==> src/rtl/encoder_4to2_seq.sv <==
// ---------------------------------------------------------------------------
// encoder_4to2_seq
//
// Sequential 4-to-2 priority encoder with a pending-request mask and a
// valid/ready output handshake.
//
// Handshake: the block presents an index on out with valid=1. The index is
// consumed on a rising edge where valid && ready are both high. While
// valid=1 and ready=0, out and valid stay stable. ready is ignored while
// valid=0. After a transfer the next pending index, if any, is presented in
// the very next cycle with no bubble.
//
// Parameters
//   PRIO_HIGH  1: pend[3] has the highest priority; 0: pend[0] has the highest
//
// Ports
//   clk        rising-edge clock
//   rst_n      asynchronous active-low reset
//   en         request capture enable (in is ignored when 0)
//   in[3:0]    request lines, one cycle per event, multi-hot allowed
//   ready      consumer accepts the presented index
//   out[1:0]   presented index (holds its last value when idle)
//   valid      out holds a request awaiting acceptance
//   drop       one-cycle pulse: a request hit a bit that was already pending
//   pend[3:0]  registered pending-request mask
//   dbg_state  current FSM state (0 = IDLE, 1 = HOLD)
// ---------------------------------------------------------------------------
module encoder_4to2_seq #(
  parameter int PRIO_HIGH = 1
) (
  input  logic       clk,
  input  logic       rst_n,
  input  logic       en,
  input  logic [3:0] in,
  input  logic       ready,
  output logic [1:0] out,
  output logic       valid,
  output logic       drop,
  output logic [3:0] pend,
  output logic       dbg_state
);

  typedef enum logic {
    IDLE = 1'b0,
    HOLD = 1'b1
  } state_e;

  state_e     state_q;
  logic [1:0] out_q;
  logic       valid_q;
  logic       drop_q;
  logic [3:0] pend_q;

  logic [1:0] sel_idx;
  logic       take;
  logic [3:0] clr_mask;
  logic [3:0] set_mask;
  logic [3:0] pend_d;
  logic       drop_d;

  // Priority selection looks only at the registered mask, so a request
  // captured at one edge is presented at the following edge at the earliest.
  always_comb begin
    sel_idx = 2'd0;
    if (PRIO_HIGH != 0) begin
      for (int i = 0; i < 4; i++) begin
        if (pend_q[i]) sel_idx = 2'(i);
      end
    end else begin
      for (int i = 3; i >= 0; i--) begin
        if (pend_q[i]) sel_idx = 2'(i);
      end
    end
  end

  // A pending bit is taken when IDLE, or when HOLD and the current index
  // is being accepted.
  always_comb begin
    take     = (pend_q != 4'b0000) && ((state_q == IDLE) || ready);
    clr_mask = take ? (4'b0001 << sel_idx) : 4'b0000;
    set_mask = en ? in : 4'b0000;
    // Set is applied after clear so a new request on a bit being taken wins.
    pend_d   = (pend_q & ~clr_mask) | set_mask;
    // Lost only if the bit stays pending; several lost bits give one pulse.
    drop_d   = |(set_mask & pend_q & ~clr_mask);
  end

  always_ff @(posedge clk or negedge rst_n) begin
    if (!rst_n) begin
      state_q <= IDLE;
      out_q   <= 2'b00;
      valid_q <= 1'b0;
      drop_q  <= 1'b0;
      pend_q  <= 4'b0000;
    end else begin
      pend_q <= pend_d;
      drop_q <= drop_d;
      case (state_q)
        IDLE: begin
          if (take) begin
            out_q   <= sel_idx;
            valid_q <= 1'b1;
            state_q <= HOLD;
          end
        end
        HOLD: begin
          if (ready) begin
            if (take) begin
              out_q <= sel_idx;
            end else begin
              // out keeps its last value when the queue drains.
              valid_q <= 1'b0;
              state_q <= IDLE;
            end
          end
        end
        default: begin
          state_q <= IDLE;
          valid_q <= 1'b0;
        end
      endcase
    end
  end

  assign out       = out_q;
  assign valid     = valid_q;
  assign drop      = drop_q;
  assign pend      = pend_q;
  assign dbg_state = state_q;

endmodule

==> config.mk <==
export PLATFORM = sky130hd
export DESIGN_NAME = encoder_4to2_seq
export DESIGN_NICKNAME = d
export VERILOG_FILES = /design/src/rtl/encoder_4to2_seq.sv
export SDC_FILE = /design/constraint.sdc
export NUM_CORES = 1
export LEC_CHECK = 0
export ABC_AREA = 1
export ABC_CLOCK_PERIOD_IN_PS = 1100
export BUFFER_PORTS_ARGS = -buffer_cell sky130_fd_sc_hd__buf_2
export CAP_MARGIN = 25
export CELL_PAD_IN_SITES_DETAIL_PLACEMENT = 1
export CELL_PAD_IN_SITES_GLOBAL_PLACEMENT = 1
export CORE_MARGIN = 2
export CORE_UTILIZATION = 30
export CTS_CLUSTER_DIAMETER = 80
export DETAILED_ROUTE_END_ITERATION = 8
export PLACE_DENSITY_LB_ADDON = 0.1
export SETUP_SLACK_MARGIN = 0.02
export SLEW_MARGIN = 15
export SYNTH_ARGS = -nofsm -noshare
export SYNTH_HDL_FRONTEND = slang
export SYNTH_SLANG_ARGS = --single-unit
==> constraint.sdc <==
create_clock -name clk -period 1.1 [get_ports clk]
set_input_delay 0 -clock clk [delete_from_list [all_inputs] [get_ports clk]]
set_output_delay 0 -clock clk [all_outputs]
set_load 0.1 [all_outputs]
==> results of run 1 <==
## flip-flops by register name, indices dropped and copies added (netlist names)
signal,cells
pend,4
out,2
dbg_state,1
drop,1
valid,1
## synthesized netlist by cell type (all sizes together)
| library cell | count |
|---|---|
| inv | 7 |
| nor2 | 3 |
| nand4 | 3 |
| o21ai | 3 |
| dfrtp | 9 |
| nand2 | 16 |
| nand3 | 5 |
| a22o | 1 |
| a21oi | 1 |
## cell usage in the layout, fill, tap and decap left out, types with 3 or more instances in the layout
cell type      netlist  final
nand2_1             14     13
buf_2                0      8
buf_12               0      6
clkbuf_4             0      5
dfrtp_4              0      5
dlygate4sd3_1        0      5
inv_1                7      4
buf_4                0      4
nand3_1              5      3
nand4_1              3      3
o21ai_1              1      3
dfrtp_2              0      3
## cell families (layout without fill, tap and decap cells)
family          count (synthesis)  after routing  share of synthesized area (%)
compound gates                  5              5                           7.01
buf+inv                         7             38                           6.40
flops                           9              9                           54.9
simple gates                   27             27                           31.7
## worst max-delay path by stage
stage	depth (start not counted)	endpoint	slack, ns	startpoint
2_1_floorplan	5	out[1]	-0.05	pend[2]
3_3_place_gp	4	drop	0.03	pend[3]
3_5_place_dp	4	drop	-0.05	pend[3]
4_1_cts	4	drop	0.004	pend[3]
5_1_grt	4	drop	-0.02	pend[3]
6_report	4	drop	0.02	pend[1]
## through the flow
step / utilization (%) / std cells / hold WS [ns] / setup TNS, ns
finish: 61.1 / 94 / 0.0293 / 0
global route: 61.1 / 94 / 0.0476 / -0.0327
detailed placement: 50.1 / 79 / -0.133 / -0.0494
CTS: 60.0 / 93 / 0.0238 / 0
global placement: 50.1 / 79 / -0.133 / 0
floorplan: - / 48 / -0.296 / -0.207
## where the power goes
| group | switching (W) | internal [W] | leakage (nW) | total [W] |
|---|---|---|---|---|
| sequential | 0.0000784 | 0.000411 | 0.0940 | 0.000489 |
| clock | 0.000125 | 0.000140 | 0.0150 | 0.000266 |
| combinational | 0.000577 | 0.000278 | 0.273 | 0.000854 |
| total | 0.000780 | 0.000829 | 0.382 | 0.00161 |
## area by class of cell
class | instances | area, um2
multi-input combinational | 32 | 186
tap | 15 | 18.8
inverter | 7 | 28.8
clock buffer | 4 | 26.3
sequential | 9 | 248
fill | 139 | 499
timing repair buffer | 27 | 278
## timing repair
action / CTS / global route
resized for setup: 6 / 4
setup buffers: 5 / 1
endpoints found under the hold margin: 13 / 0
hold buffers: 5 / 0
setup endpoints to repair: 1 / 8
pin swaps: 4 / 7
## per-layer routing
| metal | wire length [um] | vias to the layer above | GRT usage (%) |
|---|---|---|---|
| met5 | 0 | - | 0 |
| met3 | 65 | 7 | 4.89 |
| li1 | - | 217 | - |
| met4 | 36 | 0 | 15.0 |
| met1 | 496 | 209 | 21.3 |
| met2 | 623 | 20 | 33.2 |
## critical path, stage by stage (launching register included)
cell	delay, ns
dfrtp_4	0.52
inv_2	0.06
nand4_1	0.14
nand3_2	0.11
nand4_1	0.12
==> flow_summary.yaml, run 1 <==
outcome:
  status: "finished, final reports clean"
sta:
  min_period_ns: 1.08
  hold_viol_final: 0
  post-route-period-util_pct: 98.6
  setup_ws_ns: 0.0155
  skew_ns: 0.0000944
  rsz0062_at_grt: "true"
  fmax_ghz: 0.922
  finalSetupViolations: 0
  worstMarginPinSlew_ns: 0.483
  slew_violations: 0
  relSlewSlack_pct: 68.0
final_layout:
  nets: 88
  layout-drive-gt1-share_pct: 54.4
  finalInstanceArea_um2: 786
  area_growth_pct: 91.5
  antennaDiodeCount: 0
min_path:
  worstHoldPathCells: 3
  min_to: "pend[3]"
  hold_class: "in2reg"
  worstHoldStart: "en"
global_routing:
  track_usage_pct: 19.9
  grt_max_degree: 10
  overflow: 0
  grt_pass1_wl_um: 2050
  grt_pass1_vias: 486
  antenna_found_initial: 0
pwr:
  p_leak_nw: 0.382
  design_power_total_w: 0.00161
  vdd_drop_max_v: 0.000980
  p_per_area_nw_per_um2: 2050
clocking:
  clk_path_buf_depth: 2
  clk_pin_slew_worst_paths_ns: 0.06
  cts_htree_levels: 1
  worst_skew_pair.late_latency_ns: 0.26
  clock_sinks: 9
  cts_buffers: 3
  root_buffer: "clkbuf_4"
  cts_tree: "yes"
worst_setup_path:
  r2r-start: "pend[1]"
  arrival_ns: 1.21
  cp.required_ns: 1.23
  r2r_setup_slack_ns: 0.02
  path_class: "reg2reg"
  cp-start-kind: "register"
  rr_worst_depth: 4
  regToRegEndpoint: "drop"
  end_kind: "register"
  critPathMaxFanout: 4
placed_design:
  post-place-ws_ns: -0.0494
  dpl_cell_area_um2: 644
  io_buffers: 16
  gp_congestion: 0.739
  post-dp-hpwl_um: 872
floorplan:
  design.core.area_um2: 1280
  dieArea_um2: 1680
  start_util_pct: 31.9
  die_w_um: 41.0
  num_rows: 13
  fp.dieH_um: 41.0
  num_io_pins: 17
route:
  wl_per_cell_um: 13.0
  wirelength_um: 1220
  vias: 453
  ant_nets: 0
  first_iter_violations: 9
  firstDrtPassIters: 4
  vias_per_cell: 4.82
  drc_errors: 0
synthesis:
  synthDistinctLibCells: 13
  ys_warn_count: 0
  synth_top_area_cell: "dfrtp_1"
  synth.area.top_cells: "dfrtp_1, nand2_1, inv_1"
  syn_inst: 48
  synth.avg_cell_area_um2: 8.55
  synthesis.area_um2: 410
  ys_seq_area_share_pct: 54.9
  synth_nets: 56
  ys_seq_elements: 9
  synth_top_area_share_pct: 54.9
flow_run:
  cap_violations: 0
(Power assumes the default switching activity.)
==> run 2: changes to the inputs <==
--- a/config.mk
+++ b/config.mk
@@ -15,9 +15,10 @@
 export CORE_UTILIZATION = 30
 export CTS_CLUSTER_DIAMETER = 80
 export DETAILED_ROUTE_END_ITERATION = 8
-export PLACE_DENSITY_LB_ADDON = 0.1
+export PLACE_DENSITY = 0.82
 export SETUP_SLACK_MARGIN = 0.02
-export SLEW_MARGIN = 15
+export SLEW_MARGIN = 25
 export SYNTH_ARGS = -nofsm -noshare
 export SYNTH_HDL_FRONTEND = slang
 export SYNTH_SLANG_ARGS = --single-unit
+export TNS_END_PERCENT = 20
==> run 2 against run 1 <==
Effect of this change:
- register-to-register slack better by 0.04 ns
- critical endpoint is now pend[3]
- highest routed layer unchanged
- power fell by 3.3%
- wire length shrank 4.9%
- largest power group unchanged
==> flow_summary.yaml, run 2 (same netlist as run 1, synthesis figures left out) <==
outcome:
  status: "finished, final reports clean"
route:
  ant_nets: 0
  vias_per_cell: 4.91
  wirelength_um: 1160
  firstDrtPassIters: 4
  drc_errors: 0
  first_iter_violations: 9
  wl_per_cell_um: 13.0
  vias: 437
final_layout:
  layout-drive-gt1-share_pct: 48.6
  final_common_cell: "nand2_1"
  fillers: 145
  final_cells: 89
  area_growth_pct: 78.4
  final_cell_mix: "nand2_1, buf_2, buf_12"
  nets: 83
  largest_register_ffs: 4
  regArea_um2: 248
  multi_input_area_um2: 181
  antennaDiodeCount: 0
floorplan:
  design.core.area_um2: 1280
  die_w_um: 41.0
  num_rows: 13
  dieArea_um2: 1680
  num_io_pins: 17
  fp.dieH_um: 41.0
  start_util_pct: 31.9
clocking:
  clk_path_buf_depth: 2
  clock_sinks: 9
  cts_htree_levels: 1
  clk_pin_slew_worst_paths_ns: 0.07
  worst_skew_pair.late_latency_ns: 0.27
  cts_buffers: 3
  root_buffer: "clkbuf_4"
  post-cts-setup-buffers: 0
  cts_tree: "yes"
worst_setup_path:
  cp-start-kind: "register"
  end_kind: "output pin"
  r2r-start: "pend[3]"
  critPathMaxFanout: 4
  cp.required_ns: 1.10
  regToRegEndpoint: "drop"
  arrival_ns: 1.08
  r2r_setup_slack_ns: 0.06
  rr_worst_depth: 5
  path_class: "reg2out"
min_path:
  worstHoldStart: "en"
  min_to: "pend[2]"
  worstHoldPathCells: 2
  hold_class: "in2reg"
global_routing:
  grt_pass1_vias: 452
  overflow: 0
  track_usage_pct: 17.8
  grt_max_degree: 10
  grt_pass1_wl_um: 1810
  antenna_found_initial: 0
sta:
  worstMarginPinSlew_ns: 0.485
  skew_ns: 0.0106
  relSlewSlack_pct: 67.9
  min_period_ns: 1.08
  post-route-period-util_pct: 98.5
  rsz0062_at_grt: "true"
  hold_ws_ns: 0.0259
  slew_violations: 0
  fmax_ghz: 0.923
  finalSetupViolations: 0
  hold_viol_final: 0
pwr:
  p_leak_nw: 0.356
  p_per_area_nw_per_um2: 2130
  vdd_drop_max_v: 0.000894
  design_power_total_w: 0.00156
placed_design:
  place_inst: 80
  io_buffers: 16
  gp_congestion: 0.850
  post-dp-hpwl_um: 850
flow_run:
  cap_violations: 0
-- run 2: cell types whose count changed in the layout (fill, tap and decap cells not counted), sizes merged --
cell and delta:
buf -3, clkbuf -2
-- run 2: critical path, cell delays in order, from the launching register on --
cell and delay, ns:
dfrtp_4 0.51, buf_6 0.14, buf_12 0.16
-- run 2: worst max-delay path by stage --
stage | slack (ns) | endpoint | cells after the start | startpoint
after global routing | -0.0008 | pend[3] | 2 | pend[3]
after CTS | 0.03 | pend[3] | 2 | pend[3]
after global placement | 0.08 | out[1] | 4 | pend[2]
final | 0.02 | pend[3] | 2 | pend[3]
after detailed placement | 0.04 | drop | 4 | pend[2]
after floorplan | -0.05 | out[1] | 5 | pend[2]
-- run 2: per-layer routing --
metal	track usage, %	part of all wire, %	routed length, um
met4	15.0	5.1	59
met2	29.3	47	546
met5	0	0	0
met1	18.4	43	496
met3	4.89	5.1	59
-- run 2: power by group --
| part | internal (W) | switching (W) |
|---|---|---|
| clock | 0.000140 | 0.000129 |
| sequential | 0.000410 | 0.0000828 |
| combinational | 0.000239 | 0.000554 |
| total | 0.000790 | 0.000766 |
-- run 2: what timing repair did --
action,CTS,global route
pin swaps,0,4
setup endpoints to repair,1,6
hold endpoints to repair,13,0
hold buffers,5,0
gates resized for setup,1,2
-- run 2: final cells by class --
cell class	count	share of cell area, %
repair buffers	22	31.6
multi-input cells	32	24.8
inverters	7	3.59
well taps	15	2.56
flip-flops and latches	9	33.8
clock buffers	4	3.59
-- run 2: per-stage QoR --
stage / area [um2] / TNS, ns / utilization, % / setup WS, ns
6_report: 732 / 0 / 57.0 / 0.0170
2_1_floorplan: 455 / -0.213 / - / -0.0497
5_1_grt: 732 / -0.000787 / 57.0 / -0.000787
3_5_place_dp: 652 / 0 / 50.7 / 0.0397
4_1_cts: 732 / 0 / 57.0 / 0.0255
3_3_place_gp: 652 / 0 / 50.7 / 0.0766
==> run 3: changes to the inputs <==
--- a/config.mk
+++ b/config.mk
@@ -16,6 +16,7 @@
 export CTS_CLUSTER_DIAMETER = 80
 export DETAILED_ROUTE_END_ITERATION = 8
 export PLACE_DENSITY = 0.82
+export RECOVER_POWER = 50
 export SETUP_SLACK_MARGIN = 0.02
 export SLEW_MARGIN = 25
 export SYNTH_ARGS = -nofsm -noshare
==> constraint.sdc (replaced) <==
create_clock -name clk -period 1.1 [get_ports clk]
set_input_delay 0.11 -clock clk [delete_from_list [all_inputs] [get_ports clk]]
set_output_delay 0.11 -clock clk [all_outputs]
set_load 0.1 [all_outputs]
==> run 3 against run 2 <==
Effect of this change:
- the flow now finishes with violations (setup timing)
- core utilization rose by 1.1 points
- die area did not move
- clock-buffer cell count did not move
- first-iteration DRC count rose by 11%
- worst hold slack improved by 0.062 ns
- combinational power rose by 8.6%
- register-to-register slack got worse by 0.07 ns
- sequential cell count did not move
- critical path type unchanged
- largest cell class unchanged
- largest power group unchanged
- highest routed layer unchanged
==> flow_summary.yaml, run 3 (same netlist as run 1, synthesis figures left out) <==
sta:
  skew_ns: 0.00338
  rsz0062_at_grt: "true"
  relSlewSlack_pct: 67.6
  hold_ws_ns: 0.0879
  finalSetupViolations: 2
  min_period_ns: 1.17
  fmax_ghz: 0.858
  slew_violations: 0
  setup_ws_ns: -0.0658
  fin_tns_setup_ns: -0.0793
  hold_viol_final: 0
  post-route-period-util_pct: 106
  worstMarginPinSlew_ns: 0.485
placed_design:
  post-dp-hpwl_um: 904
  io_buffers: 16
  gp_congestion: 0.803
  place_inst: 80
worst_setup_path:
  cp.required_ns: 0.99
  cp-start-kind: "register"
  critPathMaxFanout: 4
  path_class: "reg2out"
  end_kind: "output pin"
  arrival_ns: 1.06
pwr:
  p_leak_nw: 0.359
  p_per_area_nw_per_um2: 2180
  p_switching_w: 0.000776
  p_seq_share_pct: 31.4
  clkPwrFrac_pct: 15.6
  pwr-share-comb_pct: 53.0
  swShare_pct: 47.8
  design_power_total_w: 0.00162
  vdd_drop_max_v: 0.00106
  p_int_w: 0.000848
clocking:
  cts_htree_levels: 1
  cts_buffers: 3
  cts_tree: "yes"
  clock_sinks: 9
  clk_pin_slew_worst_paths_ns: 0.06
  root_buffer: "clkbuf_4"
  clk_path_buf_depth: 2
  worst_skew_pair.late_latency_ns: 0.25
route:
  wl_per_cell_um: 14.2
  first_iter_violations: 10
  drc_errors: 0
  vias_per_cell: 4.99
  vias: 429
  ant_nets: 0
  firstDrtPassIters: 4
  wirelength_um: 1220
flow_run:
  cap_violations: 0
global_routing:
  track_usage_pct: 16.9
  overflow: 0
  grt_max_degree: 10
  grt_pass1_wl_um: 1790
  grt_pass1_vias: 380
  antenna_found_initial: 0
floorplan:
  start_util_pct: 31.9
  fp.dieH_um: 41.0
  num_rows: 13
  die_w_um: 41.0
  num_io_pins: 17
  design.core.area_um2: 1280
  dieArea_um2: 1680
final_layout:
  final_cell_mix: "nand2_1, buf_12, inv_1, buf_2, dfrtp_4"
  multi_input_area_um2: 184
  layout-drive-gt1-share_pct: 50.7
  final_cells: 86
  regArea_um2: 248
  final_common_cell: "nand2_1"
  area_growth_pct: 81.7
  nets: 80
  fillers: 144
  largest_register_ffs: 4
  antennaDiodeCount: 0
outcome:
  status: "finished, violations left"
  violations: "setup timing"
min_path:
  hold_class: "in2reg"
==> run 3: cell types whose count changed in the layout (fill, tap and decap cells not counted), sizes merged <==
cell / previous run / this run
dlygate4sd3: 5 / 1
clkbuf: 4 / 5
==> run 3: stage by stage <==
| step | instance area [um2] | utilization, % | setup WS [ns] |
|---|---|---|---|
| 6_report | 746 | 58.0 | -0.0658 |
| 5_1_grt | 746 | 58.0 | -0.0795 |
| 4_1_cts | 744 | 57.9 | -0.0635 |
| 3_5_place_dp | 697 | 54.2 | -0.0314 |
| 3_3_place_gp | 697 | 54.2 | 0.0774 |
| 2_1_floorplan | 455 | - | -0.0497 |
==> run 3: routing by layer <==
layer / global-route usage (%) / part of all wire (%) / vias up
li1: - / - / 203
met1: 22.1 / 43 / 210
met3: 3.80 / 4.1 / 2
met5: 0 / 0 / -
met4: 7.50 / 1.6 / 0
met2: 26.2 / 51 / 14
==> run 3: final timing paths <==
kind	from	end	slack, ns	cells after the start
hold reg to reg	out[0]	out[0]	0.55	2
setup reg to reg	pend[3]	drop	-0.01	4
setup / recovery	pend[3]	pend[3]	-0.07	2
max in group asynchronous	rst_n	pend[2]	0.40	2
min in group asynchronous	rst_n	pend[1]	0.33	2
hold / removal	in[0]	pend[0]	0.09	3
==> run 3: critical path, cell delays in order, from the launching register on <==
cell     delay (ns)
dfrtp_4        0.51
buf_6          0.14
buf_12         0.15
==> run 3: cell type report <==
type,instances,share of cell area [%]
flip-flops and latches,9,33.2
repair buffers,19,32.6
multi-input cells,32,24.7
clock buffers,4,3.52
inverters,7,3.52
well taps,15,2.52
==> run 3: what timing repair did <==
item / 4_1_cts / 5_1_grt
endpoints found under the setup margin: 5 / 8
resized for setup: 2 / 1
gates cloned: 0 / 0
setup buffers: 1 / 0
endpoints found under the hold margin: 9 / 0
hold buffers: 1 / 0
pin swaps: 0 / 4
==> run 3: power by group through the flow <==
stage / combinational [W] / sequential (W) / clock [W]
2_1_floorplan: 0.0000933 / 0.000913 / 0
3_3_place_gp: 0.000832 / 0.000509 / 0
3_5_place_dp: 0.000848 / 0.000512 / 0
4_1_cts: 0.000864 / 0.000509 / 0.000258
5_1_grt: 0.000896 / 0.000518 / 0.000270
6_report: 0.000861 / 0.000510 / 0.000254
